### config.mk
export PLATFORM = sky130hd
export DESIGN_NAME = dma_xfer_sequencer
export DESIGN_NICKNAME = d
export VERILOG_FILES = /design/src/rtl/dma_pkg.sv /design/src/rtl/dma_regfile.sv /design/src/rtl/dma_xfer_sequencer.sv
export SDC_FILE = /design/constraint.sdc
export NUM_CORES = 1
export LEC_CHECK = 0
export BUFFER_PORTS_ARGS = -buffer_cell sky130_fd_sc_hd__buf_2
export CAP_MARGIN = 0
export CORE_ASPECT_RATIO = 1.4
export CORE_MARGIN = 2
export CORE_UTILIZATION = 46
export DETAILED_ROUTE_END_ITERATION = 7
export PLACE_DENSITY = 0.63
export SLEW_MARGIN = 10
export SYNTH_ARGS = -nofsm -noshare
export SYNTH_HDL_FRONTEND = slang
export SYNTH_HIERARCHICAL = 1
export SYNTH_SLANG_ARGS = --single-unit
### constraint.sdc
create_clock -name clk -period 4.3 [get_ports clk]
set_input_delay 0.645 -clock clk [delete_from_list [all_inputs] [get_ports clk]]
set_output_delay 0.645 -clock clk [all_outputs]
set_load 0.02 [all_outputs]
### src/rtl/dma_pkg.sv
// Shared definitions for the DMA transfer sequencer: FSM state encoding,
// register offsets and the default burst size.
package dma_pkg;

    localparam int MAX_BURST_DEF = 16;

    // Register select, taken from reg_addr[3:2]
    localparam logic [1:0] REG_SRC  = 2'd0;
    localparam logic [1:0] REG_DST  = 2'd1;
    localparam logic [1:0] REG_LEN  = 2'd2;
    localparam logic [1:0] REG_CTRL = 2'd3;

    typedef enum logic [2:0] {
        ST_IDLE    = 3'd0,
        ST_RD_ADDR = 3'd1,
        ST_RD_DATA = 3'd2,
        ST_WR_ADDR = 3'd3,
        ST_WR_RESP = 3'd4,
        ST_DONE    = 3'd5
    } state_t;

    // Byte-lane merge of a write into the current register value.
    function automatic logic [31:0] lane_merge(input logic [31:0] cur,
                                               input logic [31:0] wdata,
                                               input logic [3:0]  wen);
        logic [31:0] merged;
        for (int i = 0; i < 4; i++) begin
            merged[8*i +: 8] = wen[i] ? wdata[8*i +: 8] : cur[8*i +: 8];
        end
        return merged;
    endfunction

endpackage

### src/rtl/dma_regfile.sv
// Software-visible SRC/DST/LEN registers and CTRL strobes for the DMA sequencer.
// SRC/DST/LEN/START are locked out while a transfer runs; IRQ_CLR never is.
module dma_regfile
    import dma_pkg::*;
#(
    parameter int LEN_W = 16
) (
    input  logic             clk,
    input  logic             rst,
    input  logic [3:0]       reg_wen,
    input  logic [31:0]      reg_addr,
    input  logic [31:0]      reg_wdata,
    input  logic             busy,
    output logic [31:0]      src,
    output logic [31:0]      dst,
    output logic [LEN_W-1:0] len,
    output logic             start,
    output logic             irq_clr
);

    logic       wr_en;
    logic [1:0] sel;
    logic       unused_addr_bits;

    assign wr_en = |reg_wen;
    assign sel   = reg_addr[3:2];
    assign unused_addr_bits = ^{reg_addr[31:4], reg_addr[1:0]};

    // Both CTRL bits live in byte lane 0, so lane 0 must be enabled to act.
    assign start   = wr_en && (sel == REG_CTRL) && reg_wen[0] && reg_wdata[0] && !busy;
    assign irq_clr = wr_en && (sel == REG_CTRL) && reg_wen[0] && reg_wdata[1];

    // NOTE: state is updated with non-blocking assignments so every register
    // samples pre-edge values regardless of statement order.
    always_ff @(posedge clk or negedge rst) begin
        if (!rst) begin
            src <= '0;
            dst <= '0;
            len <= '0;
        end else if (wr_en && !busy) begin
            case (sel)
                REG_SRC: src <= lane_merge(src, reg_wdata, reg_wen) & 32'hFFFF_FFFC;
                REG_DST: dst <= lane_merge(dst, reg_wdata, reg_wen) & 32'hFFFF_FFFC;
                REG_LEN: len <= LEN_W'(lane_merge(32'(len), reg_wdata, reg_wen));
                default: ;
            endcase
        end
    end

endmodule

### src/rtl/dma_xfer_sequencer.sv
// Memory-to-memory DMA sequencer: splits a LEN-word copy into read/write AXI
// bursts of at most MAX_BURST words, one burst fully completed before the next.
module dma_xfer_sequencer
    import dma_pkg::*;
#(
    parameter int MAX_BURST = MAX_BURST_DEF,
    parameter int LEN_W     = 16
) (
    input  logic        clk,
    input  logic        rst,
    input  logic [3:0]  reg_wen,
    input  logic [31:0] reg_addr,
    input  logic [31:0] reg_wdata,
    input  logic        wfi_signal,
    output logic        rd_req,
    output logic [31:0] rd_addr,
    output logic [3:0]  rd_len,
    input  logic        rd_ack,
    input  logic        rd_last,
    output logic        wr_req,
    output logic [31:0] wr_addr,
    output logic [3:0]  wr_len,
    input  logic        wr_ack,
    input  logic        wr_done,
    output logic        busy,
    output logic        irq
);

    logic [31:0]      src;
    logic [31:0]      dst;
    logic [LEN_W-1:0] len;
    logic             start;
    logic             irq_clr;

    state_t           state;
    logic [31:0]      cur_src;
    logic [31:0]      cur_dst;
    logic [LEN_W-1:0] remaining;
    logic [LEN_W-1:0] burst;
    logic [3:0]       burst_len;
    logic [31:0]      burst_bytes;
    logic             done_flag;

    dma_regfile #(.LEN_W(LEN_W)) u_regfile (
        .clk       (clk),
        .rst       (rst),
        .reg_wen   (reg_wen),
        .reg_addr  (reg_addr),
        .reg_wdata (reg_wdata),
        .busy      (busy),
        .src       (src),
        .dst       (dst),
        .len       (len),
        .start     (start),
        .irq_clr   (irq_clr)
    );

    assign burst       = (remaining > LEN_W'(MAX_BURST)) ? LEN_W'(MAX_BURST) : remaining;
    assign burst_len   = 4'(burst - LEN_W'(1));
    assign burst_bytes = 32'(burst) << 2;

    always_ff @(posedge clk or negedge rst) begin
        if (!rst) begin
            state     <= ST_IDLE;
            cur_src   <= '0;
            cur_dst   <= '0;
            remaining <= '0;
        end else begin
            case (state)
                ST_IDLE: begin
                    if (start) begin
                        if (len == '0) begin
                            state <= ST_DONE;
                        end else begin
                            state     <= ST_RD_ADDR;
                            cur_src   <= src;
                            cur_dst   <= dst;
                            remaining <= len;
                        end
                    end
                end
                ST_RD_ADDR: if (rd_ack)  state <= ST_RD_DATA;
                ST_RD_DATA: if (rd_last) state <= ST_WR_ADDR;
                ST_WR_ADDR: if (wr_ack)  state <= ST_WR_RESP;
                ST_WR_RESP: begin
                    if (wr_done) begin
                        cur_src   <= cur_src + burst_bytes;
                        cur_dst   <= cur_dst + burst_bytes;
                        remaining <= remaining - burst;
                        state     <= (remaining != burst) ? ST_RD_ADDR : ST_DONE;
                    end
                end
                ST_DONE: state <= ST_IDLE;
                default: state <= ST_IDLE;
            endcase
        end
    end

    // A clear in the same cycle as completion wins, so software never loses a clear.
    always_ff @(posedge clk or negedge rst) begin
        if (!rst) begin
            done_flag <= 1'b0;
        end else if (irq_clr) begin
            done_flag <= 1'b0;
        end else if (state == ST_DONE) begin
            done_flag <= 1'b1;
        end
    end

    // Burst outputs are zero outside their request state, including in reset.
    assign rd_req  = (state == ST_RD_ADDR);
    assign wr_req  = (state == ST_WR_ADDR);
    assign rd_addr = rd_req ? cur_src   : '0;
    assign rd_len  = rd_req ? burst_len : '0;
    assign wr_addr = wr_req ? cur_dst   : '0;
    assign wr_len  = wr_req ? burst_len : '0;
    assign busy    = (state != ST_IDLE);
    assign irq     = done_flag && wfi_signal;

endmodule
==> impl_metrics.json, run 1 <==
{
  "dpl_cell_area_um2": 10600,
  "wl_per_cell_um": 19.0,
  "setup_viol": 0,
  "end_kind": "flip-flop",
  "via_per_inst": 5.81,
  "synth-seq-cells": 160,
  "rsz0062_at_grt": "false",
  "top_layer": "met4",
  "wl_met3_um": 986,
  "die_h_um": 175,
  "vdd_drop_max_v": 0.000344,
  "fin_setup_tns_ns": 0,
  "hold_path.class": "in2async",
  "fmax_ghz": 0.248,
  "root_buffer": "clkbuf_16",
  "final_common_cell": "dfrtp_1",
  "grt_pass1_vias": 8118,
  "fin_skew_ns": 0.0108,
  "rrSetupSlack_ns": 0.27,
  "die_w_um": 126,
  "worst_slew_pin_slew_ns": 1.02,
  "cts_resized": 0,
  "place_hpwl_um": 19600,
  "wl_met1_um": 10900,
  "grt_max_degree": 105,
  "finalCriticalPeriod_ns": 4.03,
  "power_density_nw_per_um2": 710,
  "htreeDepth": 4,
  "power.leakage_nw": 5.19,
  "yosysUniqueCellTypes": 78,
  "grt-ovfl-total": 0,
  "cts_buffers": 17,
  "slew_violations": 0,
  "cts_tree": "yes",
  "drt-total-wl_um": 27200,
  "critPathMaxFanout": 8,
  "synth_edf_count": 0,
  "row_count": 62,
  "syn_avg_cell_area_um2": 9.32,
  "slew_headroom": 0.321,
  "synth.yosys.seq_area_share": 0.415,
  "num_vias": 8307,
  "drc_errors": 0,
  "r2r-end": "cur_dst[21]$_DFFE_PN0P_",
  "diodes": 0,
  "core_um2": 20600,
  "dieArea_um2": 22200,
  "synth_area_leaders": "dfrtp_1 (41%), mux2_2 (8.9%), nand2_1 (4.5%), ha_1 (4.4%), and2_1 (4.3%)",
  "io_pins": 151,
  "start_kind": "flip-flop",
  "crit_type": "reg2reg",
  "fin_area_um2": 11200,
  "synth-async-reset-ratio": 1.00,
  "post-place-ws_ns": 0.293,
  "ant_nets": 0,
  "cts.sinks": 160,
  "syn-cell-area_um2": 9660,
  "r2r_cells": 12,
  "gr-usage-all-layers": 0.249,
  "yosys.area.top_type": "dfrtp_1",
  "hold_violations": 0,
  "cts_buffer_depth": 2,
  "clk_latency_ns": 0.44,
  "synth_top_area_frac": 0.415,
  "worst_slack_ns": 0.267,
  "clk_pin_slew_ns": 0.06,
  "gp_congestion": 0.861,
  "ctsHoldBuffers": 0,
  "rr_startpoint": "remaining[8]$_DFFE_PN0P_",
  "crit_start": "remaining[8]$_DFFE_PN0P_",
  "cp_data_required_time_ns": 4.62,
  "status": "finished clean",
  "grt_antenna_before_repair": 0,
  "grt_pass1_wl_um": 43200,
  "synth_flop_cell": "dfrtp_1",
  "start_util": 0.470,
  "drv_cap": 0,
  "cts_setup_buffers": 0,
  "fin_crit_sh": 0.938,
  "mostFrequentLayoutCells": "dfrtp_1 (160), buf_2 (119), nand2_1 (115)",
  "postSynthCellCount": 1036,
  "wl_met2_um": 14600,
  "cp-endpoint": "cur_dst[21]$_DFFE_PN0P_",
  "hold_ws_ns": 0.285,
  "port_buffers": 120,
  "final_util": 0.546,
  "drive_above_1_share": 0.237,
  "dr.pass1.iters": 5,
  "ys_warn_count": 6,
  "nets": 1273,
  "drtIter0Drc": 389,
  "syn_to_final_growth_pct": 16.3,
  "critPathArrivalTime_ns": 4.36
}
[sequential cells by signal, indices dropped and copies added (netlist names)]
| name | cells |
|---|---|
| done_flag | 1 |
| remaining | 16 |
| state | 3 |
| cur_dst | 32 |
| u_regfile/len | 16 |
| cur_src | 32 |
| u_regfile/src | 30 |
| u_regfile/dst | 30 |
[critical path, stage by stage (launching register included)]
cell,delay (ns)
dfrtp_1,0.40
or4_4,0.58
nor4_4,0.17
and3_1,0.29
and2_1,0.23
ha_1,0.31
o21ai_1,0.31
o21ai_2,0.14
a2111oi_4,0.47
nor3_2,0.14
or2_1,0.36
and3_1,0.21
a311o_1,0.31
[layout make-up]
cell class | count | area, µm²
clock inverter | 10 | 160
sequential | 160 | 4000
timing repair buffer | 145 | 807
inverter | 19 | 71.3
tap | 256 | 320
fill | 1895 | 9330
clock buffer | 21 | 460
multi-input combinational | 819 | 5400
[synth_stat cells, types with 24 or more instances]
master,n
dfrtp_1,160
nand2_1,116
nor2_1,87
mux2_2,76
a21oi_1,69
and2_1,67
o21ai_0,58
clkbuf_1,44
ha_1,34
nand3_1,32
a31oi_1,27
nor3_1,24
[cells by family after synthesis]
logic type,after synthesis,synth area share
and+or+nand+nor,402,0.215
AOI/OAI and AO/OA,251,0.170
DFF,160,0.415
buffers and inverters,81,0.0367
muxes,78,0.0907
adders and majority gates,36,0.0482
xor gates and xnor gates,25,0.0227
other,3,0.00117
[report_power, final]
group	switching (mW)	internal, mW	leakage, nW	total (mW)
Combinational	1.99	1.50	2.92	3.49
Sequential	0.646	2.21	1.98	2.86
Clock	0.630	0.996	0.291	1.63
Total	3.26	4.71	5.19	7.97
[worst min path at each step]
stage,depth (start not counted),end,slack [ns]
global placement,2,cur_src[1]$_DFFE_PN0P_,0.46
floorplan,0,cur_dst[0]$_DFFE_PN0P_,0.35
finish,1,u_regfile/dst[22]$_DFFE_PN0P_,0.29
CTS,1,u_regfile/dst[22]$_DFFE_PN0P_,0.37
global route,1,u_regfile/dst[27]$_DFFE_PN0P_,0.39
detailed placement,2,cur_dst[1]$_DFFE_PN0P_,0.46
[through the flow]
stage,std cells,power [mW]
floorplan,1060,5.25
global route,1430,8.52
finish,1430,7.97
CTS,1430,7.96
global placement,1399,6.24
detailed placement,1399,6.32
[layer usage]
layer,vias up,track usage
met3,40,0.0381
li1,3962,-
met2,208,0.457
met4,0,0.0842
met1,4097,0.293
met5,-,0
(Power assumes the default switching activity.)
==> run 2: changes to the inputs <==
- PLACE_DENSITY: 0.63 -> 0.65
- clock period: 4.3 -> 3.5 ns (I/O delays scaled with it)
==> run 2 against run 1 <==
Against the previous run: cell count increased by 4.8%; critical path depth increased by 3; final area increased by 8.4%; critical endpoint is now cur_dst[30]$_DFFE_PN0P_; fmax increased by 11%; flip-flop and latch count unchanged; clock-buffer cell count decreased by 4; the flow now finishes with violations (negative setup slack); combinational power increased by 44%.
==> impl_metrics.json, run 2 (synthesized netlist as in run 1, its figures left out) <==
{
  "drive_above_1_share": 0.323,
  "root_buffer": "clkbuf_16",
  "grt_antenna_before_repair": 0,
  "end_kind": "flip-flop",
  "rsz0062_at_grt": "true",
  "fmax_ghz": 0.275,
  "start_kind": "flip-flop",
  "finalCriticalPeriod_ns": 3.64,
  "fin_crit_sh": 1.04,
  "drt-total-wl_um": 28100,
  "drv_cap": 0,
  "diodes": 0,
  "drtIter0Drc": 550,
  "cp_cell_sequence": "or4_4 -> nor4_4 -> and3_4 -> buf_4 -> nand2_2 -> inv_4 -> ha_4 -> fa_2 -> a211oi_2 -> o211ai_2 -> a31oi_4 -> o21a_4 -> or3_4 -> or3_4 -> nand3_1",
  "num_vias": 8669,
  "wl_per_cell_um": 18.8,
  "io_pins": 151,
  "start_util": 0.470,
  "syn_to_final_growth_pct": 26.1,
  "clk_latency_ns": 0.44,
  "cts_buffers": 17,
  "critPathArrivalTime_ns": 4.01,
  "grt-ovfl-total": 0,
  "grt_pass1_wl_um": 43900,
  "dpl_cell_area_um2": 11100,
  "critPathMaxStageDelay_ns": 0.57,
  "crit_type": "reg2reg",
  "clk_pin_slew_ns": 0.07,
  "core_um2": 20600,
  "status": "finished with violations",
  "cp_data_required_time_ns": 3.87,
  "place_hpwl_um": 20200,
  "slew_violations": 0,
  "grt_max_degree": 78,
  "crit_path_top_delay_cell": "or4_4",
  "vdd_drop_max_v": 0.000418,
  "via_per_inst": 5.79,
  "gp_congestion": 0.906,
  "cts_tree": "yes",
  "dr.pass1.iters": 5,
  "setup_viol": 20,
  "grt_pass1_vias": 8354,
  "hold_violations": 0,
  "top_regs": "cur_dst (32), cur_src (32)",
  "critPathMaxFanout": 4,
  "cp_common_cell": "or3_4",
  "fin_skew_ns": 0.0133,
  "cts.sinks": 160,
  "hold_path.class": "in2async",
  "fin_area_um2": 12200,
  "hold_ws_ns": 0.0985,
  "dieArea_um2": 22200,
  "power.leakage_nw": 5.59,
  "fillers": 1765,
  "cts_buffer_depth": 2,
  "htreeDepth": 4,
  "worst_slack_ns": -0.139,
  "nets": 1340,
  "die_h_um": 175,
  "power_density_nw_per_um2": 860,
  "gr-usage-all-layers": 0.254,
  "slew_headroom": 0.426,
  "row_count": 62,
  "ant_nets": 0,
  "die_w_um": 126,
  "mostFrequentLayoutCells": "dfrtp_1 (160), buf_2 (119), nand2_1 (113)",
  "drc_errors": 0,
  "final_common_cell": "dfrtp_1",
  "port_buffers": 120,
  "worst_slew_pin_slew_ns": 0.859,
  "violations": "negative setup slack"
}
[run 2: cell types whose count changed in the layout (fill, tap and decap cells not counted), sizes merged]
cell / before / now
inv: 19 / 22
clkinv: 2 / 6
clkinvlp: 4 / 3
clkbuf: 21 / 17
bufinv: 4 / 3
buf: 145 / 212
[run 2: power breakdown]
part | switching [mW] | internal (mW) | total [mW] | leakage (nW)
registers | 0.790 | 2.72 | 3.51 | 1.98
clock network | 0.821 | 1.13 | 1.95 | 0.290
logic | 2.74 | 2.27 | 5.01 | 3.32
[run 2: layout make-up]
class                   instances  area [µm²]  area share
multi-input cells             819        5790       0.475
clock inverters                15         184      0.0151
repair buffers                212        1380       0.113
flip-flops and latches        160        4000       0.329
clock buffers                  17         425      0.0349
well taps                     256         320      0.0263
inverters                      19        76.3     0.00627
[run 2: layer usage]
metal  wire (µm)  up-vias  track usage
li1            -     4086            -
met1       11100     4264        0.300
met2       14800      250        0.457
met3        1060       69       0.0338
met4        1150        0        0.110
met5           0        -            0
[run 2: final timing paths]
| path | from | end | slack (ns) | depth (start not counted) |
|---|---|---|---|---|
| max | remaining[7]$_DFFE_PN0P_ | cur_dst[30]$_DFFE_PN0P_ | -0.14 | 15 |
| min | rst | u_regfile/src[27]$_DFFE_PN0P_ | 0.1 | 1 |
| max reg2reg | remaining[7]$_DFFE_PN0P_ | cur_dst[30]$_DFFE_PN0P_ | -0.14 | 15 |
| min reg2reg | cur_dst[1]$_DFFE_PN0P_ | cur_dst[1]$_DFFE_PN0P_ | 0.47 | 2 |
| max in group asynchronous | rst | cur_dst[25]$_DFFE_PN0P_ | 2.48 | 2 |
| min in group clk | reg_wdata[31] | u_regfile/src[31]$_DFFE_PN0P_ | 0.33 | 2 |
[run 2: critical path, delay by kind of cell (launching register included)]
kind                       cells  cell delay (ns)
and+or+nand+nor                7             1.90
AOI/OAI and AO/OA              4             0.75
DFF                            1             0.40
adders and majority gates      2             0.34
buffers and inverters          2             0.19
[run 2: what timing repair did]
action                                 4_1_cts  5_1_grt
setup endpoints to repair                   37       39
pin swaps                                   27       31
endpoints found under the hold margin        0        0
hold buffers                                 0        0
buffers inserted                             6       10
resized for setup                           26       45
[run 2: per-stage QoR]
stage	instances	total power [mW]	util	setup slack [ns]	setup TNS (ns)
after detailed placement	1451	8.09	0.541	-0.335	-6.90
after floorplan	1060	6.50	-	-0.151	-1.00
after global placement	1451	8.00	0.541	-0.293	-5.06
after global routing	1498	11.1	0.592	-0.225	-4.30
after CTS	1489	10.2	0.579	-0.134	-0.997
final	1498	10.5	0.592	-0.139	-1.02
==> run 3: changes to the inputs <==
- CELL_PAD_IN_SITES_DETAIL_PLACEMENT: unset -> 0
- CELL_PAD_IN_SITES_GLOBAL_PLACEMENT: unset -> 1
- CORE_UTILIZATION: 46 -> 40
- PLACE_DENSITY: 0.65 -> 0.73
==> run 3 against run 2 <==
Against the previous run: the flow still finishes with violations (negative setup slack); largest cell class unchanged; fmax rose by 1.3%; clock power fell by 8%; setup slack improved by 0.046 ns; final area rose by 0.45%; clock skew fell by 0.0037 ns; global-route usage fell by 2.4 points; core utilization fell by 7.9 points; critical path depth did not move.
==> impl_metrics.json, run 3 (synthesized netlist as in run 1, its figures left out) <==
{
  "place_hpwl_um": 21000,
  "cts.sinks": 160,
  "io_pins": 151,
  "fmax_ghz": 0.278,
  "power.leakage_nw": 5.57,
  "post-place-ws_ns": -0.384,
  "hold_path.class": "in2async",
  "grt-ovfl-total": 0,
  "drc_errors": 0,
  "grt_max_degree": 78,
  "power_density_nw_per_um2": 845,
  "vdd_drop_max_v": 0.000393,
  "cts_buffer_depth": 2,
  "dr.pass1.iters": 4,
  "violations": "negative setup slack",
  "start_kind": "flip-flop",
  "via_per_inst": 5.45,
  "setup_viol": 7,
  "end_kind": "flip-flop",
  "worst_slack_ns": -0.0931,
  "die_h_um": 188,
  "finalCriticalPeriod_ns": 3.59,
  "drtIter0Drc": 386,
  "hold_ws_ns": 0.105,
  "drt-total-wl_um": 28800,
  "grt_antenna_before_repair": 0,
  "gr-max-usage-layer": "met2",
  "critPathMaxFanout": 4,
  "crit_type": "reg2reg",
  "clk_pin_slew_ns": 0.07,
  "slew_headroom": 0.491,
  "die_w_um": 135,
  "ant_nets": 0,
  "grt_pass1_wl_um": 45300,
  "final_common_cell": "dfrtp_1",
  "rsz0062_at_grt": "true",
  "drive_above_1_share": 0.326,
  "syn_to_final_growth_pct": 26.7,
  "wl_per_cell_um": 18.5,
  "gr-usage-all-layers": 0.229,
  "status": "finished with violations",
  "dieArea_um2": 25400,
  "fin_crit_sh": 1.03,
  "hold_violations": 0,
  "cts_tree": "yes",
  "worst_slew_pin_slew_ns": 0.764,
  "gp_congestion": 0.813,
  "clk_latency_ns": 0.43,
  "num_vias": 8464,
  "port_buffers": 120,
  "grt_pass1_vias": 8365,
  "met2_usage": 0.412,
  "fin_skew_ns": 0.00963,
  "root_buffer": "clkbuf_16",
  "cts_buffers": 17,
  "diodes": 0,
  "mostFrequentLayoutCells": "dfrtp_1 (160), buf_2 (119), nand2_1 (112)",
  "critPathArrivalTime_ns": 3.96,
  "nets": 1342,
  "htreeDepth": 4,
  "drv_cap": 0,
  "row_count": 67,
  "met1_usage": 0.283,
  "cp_data_required_time_ns": 3.86,
  "slew_violations": 0,
  "grt.met3_usage": 0.0276,
  "start_util": 0.406,
  "core_um2": 23800,
  "top_regs": "cur_dst (32), cur_src (32)"
}
-- run 3: final timing paths --
check                                         start                             to  slack, ns  cells past startpoint
setup / recovery           remaining[7]$_DFFE_PN0P_        cur_dst[26]$_DFFE_PN0P_      -0.09                     15
hold / removal                                  rst   u_regfile/len[6]$_DFFE_PN0P_       0.10                      1
min in group clk                             wr_ack           state[2]$_DFFE_PN0P_       0.34                      3
max in group asynchronous                       rst  u_regfile/dst[14]$_DFFE_PN0P_       2.55                      2
setup reg to reg           remaining[7]$_DFFE_PN0P_        cur_dst[26]$_DFFE_PN0P_      -0.09                     15
hold reg to reg              cur_dst[0]$_DFFE_PN0P_         cur_dst[0]$_DFFE_PN0P_       0.47                      2
-- run 3: per-layer routing --
layer / vias to the layer above / part of all wire
met5: - / 0
met2: 157 / 0.53
li1: 4102 / -
met3: 28 / 0.029
met1: 4177 / 0.42
met4: 0 / 0.020
-- run 3: worst max-delay path, cell delays in order, from the launching register on --
cell and delay (ns):
dfrtp_1 0.38, or4_4 0.56, nor4_4 0.23, and3_4 0.28
nand2_2 0.07, inv_2 0.07, buf_6 0.10, ha_4 0.12
fa_2 0.23, a211oi_4 0.08, o211ai_2 0.23, a31oi_2 0.14
o21a_2 0.25, or3_4 0.39, or3_1 0.32, nand3_1 0.09
-- run 3: where the power goes --
| part | switching (mW) | total (mW) | internal, mW | leakage (nW) |
|---|---|---|---|---|
| clock | 0.770 | 1.79 | 1.02 | 0.261 |
| sequential | 0.770 | 3.49 | 2.72 | 1.98 |
| combinational | 2.75 | 5.06 | 2.31 | 3.33 |
-- run 3: layout make-up --
| type | count | area (µm²) |
|---|---|---|
| Clock buffer | 24 | 472 |
| Clock inverter | 7 | 80.1 |
| Fill cell | 2297 | 11600 |
| Inverter | 19 | 76.3 |
| Multi-Input combinational cell | 819 | 5810 |
| Sequential cell | 160 | 4000 |
| Tap cell | 310 | 388 |
| Timing Repair Buffer | 214 | 1400 |
-- run 3: through the flow --
stage,TNS [ns],instances,total power [mW],utilization,instance area (µm²)
2_1_floorplan,-1.00,1060,6.50,-,9850
3_3_place_gp,-6.15,1510,8.07,0.471,11200
3_5_place_dp,-7.73,1510,8.16,0.471,11200
4_1_cts,-0.236,1544,10.0,0.498,11800
5_1_grt,-2.91,1553,11.1,0.514,12200
6_report,-0.442,1553,10.3,0.514,12200
-- run 3: timing repair --
action                     4_1_cts  5_1_grt
gates resized for setup         17       71
buffers inserted                 3        9
setup endpoints to repair       37       36
pin swaps                        5       39
hold buffers                     0        0
